File: src/rtl/mem_port_arbiter_pkg.sv
// ============================================================================
// Module   : mem_port_arbiter_pkg
// Purpose  : Shared widths and owner encoding for the memory port arbiter.
// Revision : 1.0 - initial release
// ============================================================================
`default_nettype none

package mem_port_arbiter_pkg;

  // Machine word width shared with the rest of the core's ISA definitions.
  localparam int XLEN_DEFAULT = 32;

  // Wide enough for MAX_DATA_STREAK up to 15.
  localparam int STREAK_W = 4;

  localparam logic OWNER_IF = 1'b0;
  localparam logic OWNER_D  = 1'b1;

endpackage

`default_nettype wire

File: src/rtl/arb_priority.sv
// ============================================================================
// Module   : arb_priority
// Purpose  : Data-over-fetch grant logic with a saturating data-streak counter.
// Revision : 1.0 - initial release
// ============================================================================
`default_nettype none

module arb_priority
  import mem_port_arbiter_pkg::*;
#(
  parameter int MAX_DATA_STREAK = 4
) (
  input  logic clk,
  input  logic rst,
  input  logic en,
  input  logic if_valid,
  input  logic d_valid,
  output logic grant_if,
  output logic grant_d
);

  localparam logic [STREAK_W-1:0] C_MAX = STREAK_W'(MAX_DATA_STREAK);

  logic [STREAK_W-1:0] r_streak;
  logic                w_fetch_due;

  always_comb begin
    w_fetch_due = if_valid && (r_streak == C_MAX);
    grant_d     = en && d_valid && !w_fetch_due;
    grant_if    = en && if_valid && !grant_d;
  end

  // Counts data grants that were made while fetch was left waiting.
  always_ff @(posedge clk or posedge rst) begin
    if (rst) begin
      r_streak <= '0;
    end else if (grant_if) begin
      r_streak <= '0;
    end else if (grant_d) begin
      if (!if_valid) begin
        r_streak <= '0;
      end else if (r_streak != C_MAX) begin
        r_streak <= r_streak + STREAK_W'(1);
      end
    end
  end

endmodule

`default_nettype wire

File: src/rtl/mem_port_arbiter.sv
// ============================================================================
// Module   : mem_port_arbiter
// Purpose  : Single-outstanding arbiter between instruction fetch and
//            load/store for one shared memory port.
// Revision : 1.0 - initial release
// ============================================================================
`default_nettype none

module mem_port_arbiter
  import mem_port_arbiter_pkg::*;
#(
  parameter int XLEN            = XLEN_DEFAULT,
  parameter int MAX_DATA_STREAK = 4
) (
  input  logic              clk,
  input  logic              rst,
  input  logic              if_req_valid,
  input  logic [XLEN-1:0]   if_req_addr,
  output logic              if_req_ready,
  output logic              if_rsp_valid,
  output logic [XLEN-1:0]   if_rsp_data,
  input  logic              d_req_valid,
  input  logic              d_req_we,
  input  logic [XLEN-1:0]   d_req_addr,
  input  logic [XLEN-1:0]   d_req_wdata,
  input  logic [XLEN/8-1:0] d_req_wstrb,
  output logic              d_req_ready,
  output logic              d_rsp_valid,
  output logic [XLEN-1:0]   d_rsp_rdata,
  output logic              mem_req_valid,
  output logic              mem_req_we,
  output logic [XLEN-1:0]   mem_req_addr,
  output logic [XLEN-1:0]   mem_req_wdata,
  output logic [XLEN/8-1:0] mem_req_wstrb,
  input  logic              mem_req_ready,
  input  logic              mem_rsp_valid,
  input  logic [XLEN-1:0]   mem_rsp_rdata,
  output logic              busy,
  output logic              err
);

  localparam int STRB_W = XLEN / 8;

  typedef enum logic [1:0] {
    ST_IDLE     = 2'd0,
    ST_ISSUE    = 2'd1,
    ST_WAIT_RSP = 2'd2
  } state_t;

  state_t              r_state;
  state_t              w_state_next;
  logic                r_owner;
  logic                r_we;
  logic [XLEN-1:0]     r_addr;
  logic [XLEN-1:0]     r_wdata;
  logic [STRB_W-1:0]   r_wstrb;
  logic                w_arb_en;
  logic                w_grant_if;
  logic                w_grant_d;

  // Gating with rst keeps the ready outputs at 0 while reset is held.
  assign w_arb_en = (r_state == ST_IDLE) && !rst;

  arb_priority #(
    .MAX_DATA_STREAK (MAX_DATA_STREAK)
  ) u_arb_priority (
    .clk      (clk),
    .rst      (rst),
    .en       (w_arb_en),
    .if_valid (if_req_valid),
    .d_valid  (d_req_valid),
    .grant_if (w_grant_if),
    .grant_d  (w_grant_d)
  );

  assign if_req_ready  = w_grant_if;
  assign d_req_ready   = w_grant_d;
  assign busy          = (r_state != ST_IDLE);
  assign mem_req_valid = (r_state == ST_ISSUE);
  assign mem_req_we    = r_we;
  assign mem_req_addr  = r_addr;
  assign mem_req_wdata = r_wdata;
  assign mem_req_wstrb = r_wstrb;

  always_comb begin
    w_state_next = r_state;
    unique case (r_state)
      ST_IDLE:     if (w_grant_if || w_grant_d) w_state_next = ST_ISSUE;
      ST_ISSUE:    if (mem_req_ready)           w_state_next = ST_WAIT_RSP;
      ST_WAIT_RSP: if (mem_rsp_valid)           w_state_next = ST_IDLE;
      default:                                  w_state_next = ST_IDLE;
    endcase
  end

  always_ff @(posedge clk or posedge rst) begin
    if (rst) begin
      r_state <= ST_IDLE;
    end else begin
      r_state <= w_state_next;
    end
  end

  // Request capture; reads always present zero strobes to memory.
  always_ff @(posedge clk or posedge rst) begin
    if (rst) begin
      r_owner <= OWNER_IF;
      r_we    <= 1'b0;
      r_addr  <= '0;
      r_wdata <= '0;
      r_wstrb <= '0;
    end else if (w_grant_d) begin
      r_owner <= OWNER_D;
      r_we    <= d_req_we;
      r_addr  <= d_req_addr;
      r_wdata <= d_req_wdata;
      r_wstrb <= d_req_we ? d_req_wstrb : '0;
    end else if (w_grant_if) begin
      r_owner <= OWNER_IF;
      r_we    <= 1'b0;
      r_addr  <= if_req_addr;
      r_wdata <= '0;
      r_wstrb <= '0;
    end
  end

  always_ff @(posedge clk or posedge rst) begin
    if (rst) begin
      if_rsp_valid <= 1'b0;
      if_rsp_data  <= '0;
      d_rsp_valid  <= 1'b0;
      d_rsp_rdata  <= '0;
      err          <= 1'b0;
    end else begin
      if_rsp_valid <= 1'b0;
      d_rsp_valid  <= 1'b0;
      if ((r_state == ST_WAIT_RSP) && mem_rsp_valid) begin
        if (r_owner == OWNER_D) begin
          d_rsp_valid <= 1'b1;
          d_rsp_rdata <= r_we ? '0 : mem_rsp_rdata;
        end else begin
          if_rsp_valid <= 1'b1;
          if_rsp_data  <= mem_rsp_rdata;
        end
      end
      if (mem_rsp_valid && (r_state != ST_WAIT_RSP)) begin
        err <= 1'b1;
      end
    end
  end

endmodule

`default_nettype wire

File: config.mk
export PLATFORM = sky130hd
export DESIGN_NAME = mem_port_arbiter
export DESIGN_NICKNAME = d
export VERILOG_FILES = /design/src/rtl/mem_port_arbiter_pkg.sv /design/src/rtl/arb_priority.sv /design/src/rtl/mem_port_arbiter.sv
export SDC_FILE = /design/constraint.sdc
export NUM_CORES = 1
export LEC_CHECK = 0
export CAP_MARGIN = 30
export CORE_ASPECT_RATIO = 1.1
export CORE_UTILIZATION = 46
export CTS_CLUSTER_DIAMETER = 120
export CTS_CLUSTER_SIZE = 14
export DETAILED_ROUTE_END_ITERATION = 16
export GPL_TIMING_DRIVEN = 0
export PLACE_DENSITY = 0.87
export SLEW_MARGIN = 20
export SYNTH_ARGS = -nofsm -noshare
export SYNTH_HDL_FRONTEND = slang
export SYNTH_HIERARCHICAL = 1
export SYNTH_SLANG_ARGS = --single-unit
File: constraint.sdc
create_clock -name clk -period 8.5 [get_ports clk]
set_input_delay 1.7 -clock clk [delete_from_list [all_inputs] [get_ports clk]]
set_output_delay 1.7 -clock clk [all_outputs]
set_load 0.01 [all_outputs]
==> flow_summary_export.csv <==
group,metric,value,unit
sta,hold_viol,0,
yosys,ys_top_cells_by_count,"dfrtp_1, nand2_1, o21ai_0, mux2_4, nand2b_1",
floorplanning,fp.dieW,114,um
yosys,yosysUniqueCellTypes,34,
setup_path,cp-start-kind,"input pin",
detailed_routing,routed_wl,19000,um
setup_path,worstPathArrival,3.43,ns
final_layout,post-route-util,0.748,
setup_path,crit_fanout,6,
final_layout,regArea,3580,um2
yosys,async_reset_ff_frac,1.00,
floorplanning,die_area,14300,um2
detailed_routing,detail-route-antenna-nets,0,
final_layout,fin_nets,955,
yosys,yosysMostFrequentCell,"dfrtp_1",
sta,max_freq,195,MHz
floorplanning,ios,279,
setup_path,worst_setup_path_end_kind,"output pin",
grt,grt_pass1_vias,5583,
detailed_routing,wl_per_cell,18.8,um
sta,setup_tns,0,ns
cts,clk_latency,0.43,ns
setup_path,r2r-start,"u_arb_priority/r_streak[0]$_DFFE_PP0P_",
power,peakVddDrop,0.158,mV
cts,cts_hold_buf,0,
grt,grt_antenna_before_repair,0,
setup_path,cp_slowest_cell,"clkdlybuf4s50_1",
sta,setup_viol,0,
cts,cts_num_sinks,143,
yosys,syn_inst,516,
power,power_density,342,nW/um2
yosys,synth_top_area_frac,0.564,
sta,relSlewSlack,0.642,
setup_path,r2r_setup_slack,6.04,ns
cts,cts_tree,"done",
final_layout,nFillCells,871,
setup_path,path_depth,4,
hold_path,hp-class,"register to register",
yosys,syn-num-nets,657,
job,cap_violations,0,
cts,cts_buffers,17,
yosys,syn_area,6340,um2
placed_design,gp_congestion,0.822,
setup_path,crit_type,"input pin to output pin",
sta,fin_crit_sh,0.604,
grt,grt_max_degree,86,
sta,fin_crit,5.13,ns
setup_path,cp.required,6.80,ns
yosys,ys_top_cells_by_area,"dfrtp_1, mux2_4, mux2i_1, o21ai_0, nand2_1",
final_layout,insertedDiodeCount,0,
setup_path,path_cells,"clkdlybuf4s50_1 > nor2_1 > o211a_1 > clkdlybuf4s50_1",
floorplanning,core_area,13300,um2
grt,grt_use_total,0.279,
power,power,0.00341,W
setup_path,critical_path.startpoint,"rst",
yosys,yosys.area.top_type,"dfrtp_1",
cts,ctsResizeCount,0,
yosys,yosys_register_bits,143,
final_layout,instances_no_fill,1011,
setup_path,cpMostUsedCell,"clkdlybuf4s50_1",
final_layout,multiInputGateArea,2510,um2
setup_path,endpoint,"d_req_ready",
placed_design,postPlaceCellArea,9390,um2
yosys,ys_seq_area_frac,0.564,
placed_design,dp_hpwl,13900,um
sta,rsz0062_at_grt,"false",
setup_path,worst-path-buf-inv,2,
setup_path,regToRegEndpoint,"mem_req_wstrb[3]$_DFFE_PP0P_",
grt,grt_pass1_wl,30200,um
setup_path,r2r_cells,9,
cts,htreeDepth,4,
setup_path,cp_top_family,"buffers and inverters",
power,p_leak,4.22,nW
detailed_routing,vias,5139,
final_layout,fin_area,9970,um2
yosys,yosys_most_used_dff,"dfrtp_1",
placed_design,dp.cells,979,
detailed_routing,drt_iter0_markers,365,
final_layout,area_growth,57.2,%
cts,ctsRootBufferMaster,"clkbuf_16",
grt,grt-ovfl-total,0,
detailed_routing,viasPerCell,5.08,
floorplanning,die_h,125,um
run_status,status,"finished clean",
cts,postCtsSetupBuffers,0,
cts,clkTransAtPathRegs,0.06,ns
final_layout,drive_gt1_frac,0.148,
yosys,synth_edf_count,0,
floorplanning,initial_core_util,0.476,
floorplanning,rows,44,
detailed_routing,first_pass_iters,5,
yosys,avgSynthCellArea,12.3,um2
placed_design,port_buffers,278,
yosys,ys_warn_count,6,
sta,finalMaxSlewViolations,0,
cts,cts_max_path_buffers,2,
sta,fin_skew,0.00913,ns
detailed_routing,drc,0,
sta,max_slew.worst_pin.slew,0.538,ns
setup_path,slowest_delay,0.60,ns
cells by family (layout without fill, tap and decap cells):
logic type / count (synthesis) / count (layout) / synth area share
fa+ha+maj: 2 / 2 / 0.00394
flops: 143 / 143 / 0.564
buf+inv: 41 / 352 / 0.0406
compound gates: 80 / 80 / 0.0677
simple gates: 154 / 154 / 0.125
mux: 96 / 96 / 0.198
worst min path at each step:
stage	slack (ns)	cells past startpoint	start	end
2_1_floorplan	0.46	1	r_owner$_DFFE_PP0P_	r_owner$_DFFE_PP0P_
3_5_place_dp	0.46	1	err$_DFFE_PP0P_	err$_DFFE_PP0P_
4_1_cts	0.47	1	err$_DFFE_PP0P_	err$_DFFE_PP0P_
5_1_grt	0.49	1	err$_DFFE_PP0P_	err$_DFFE_PP0P_
3_3_place_gp	0.44	1	err$_DFFE_PP0P_	err$_DFFE_PP0P_
6_report	0.47	1	err$_DFFE_PP0P_	err$_DFFE_PP0P_
stage by stage:
stage                     hold slack, ns  setup slack, ns
after CTS                          0.473             3.36
after detailed placement           0.462             3.36
after floorplan                    0.461             3.08
after global placement             0.441             1.24
after global routing               0.493             3.26
final                              0.473             3.37
routing by layer:
metal  track usage  wire, um  vias up
met3        0.0868      1460       47
li1              -         -     2335
met1         0.310      7220     2507
met5             0         0        -
met2         0.489      9720      250
met4         0.120       593        0
where the power goes:
part,internal (W),total (W),switching (W)
sequential,0.000985,0.00118,0.000196
clock,0.000439,0.000733,0.000294
combinational,0.000900,0.00150,0.000597
layout by cell type, fill, tap and decap left out, types with 7 or more instances in the layout:
master and n:
clkbuf_1 13, clkbuf_16 17, nand2_1 68, dfrtp_1 143, mux2i_1 32, nor2b_1 33, nand2b_1 36, mux2_4 58
o21ai_1 7, buf_2 14, clkdlybuf4s50_1 278, o21ai_0 63
registers in the layout, summed over array words and instances, names as in the netlist:
register,cells
mem_req_we,1
mem_req_wdata,32
d_rsp_valid,1
mem_req_addr,32
if_rsp_valid,1
r_owner,1
u_arb_priority/r_streak,4
r_state,2
err,1
if_rsp_data,32
d_rsp_rdata,32
mem_req_wstrb,4
final cells by class:
cell class                 count  area share
sequential                   143       0.359
timing repair buffer         279       0.282
multi-input combinational    332       0.251
clock buffer                  19      0.0444
buffer                        34      0.0232
tap                          184      0.0231
clock inverter                13      0.0138
inverter                       7     0.00339
worst reg2reg max path, delay by kind of cell (launching register included):
family | cells | cell delay [ns]
adder cells (fa/ha/maj) | 1 | 0.14
AO/OA/AOI/OAI | 2 | 0.60
buffers and inverters | 3 | 0.73
flip-flops | 1 | 0.43
AND/OR/NAND/NOR | 3 | 0.45
Power figures use the tool's default switching activity.
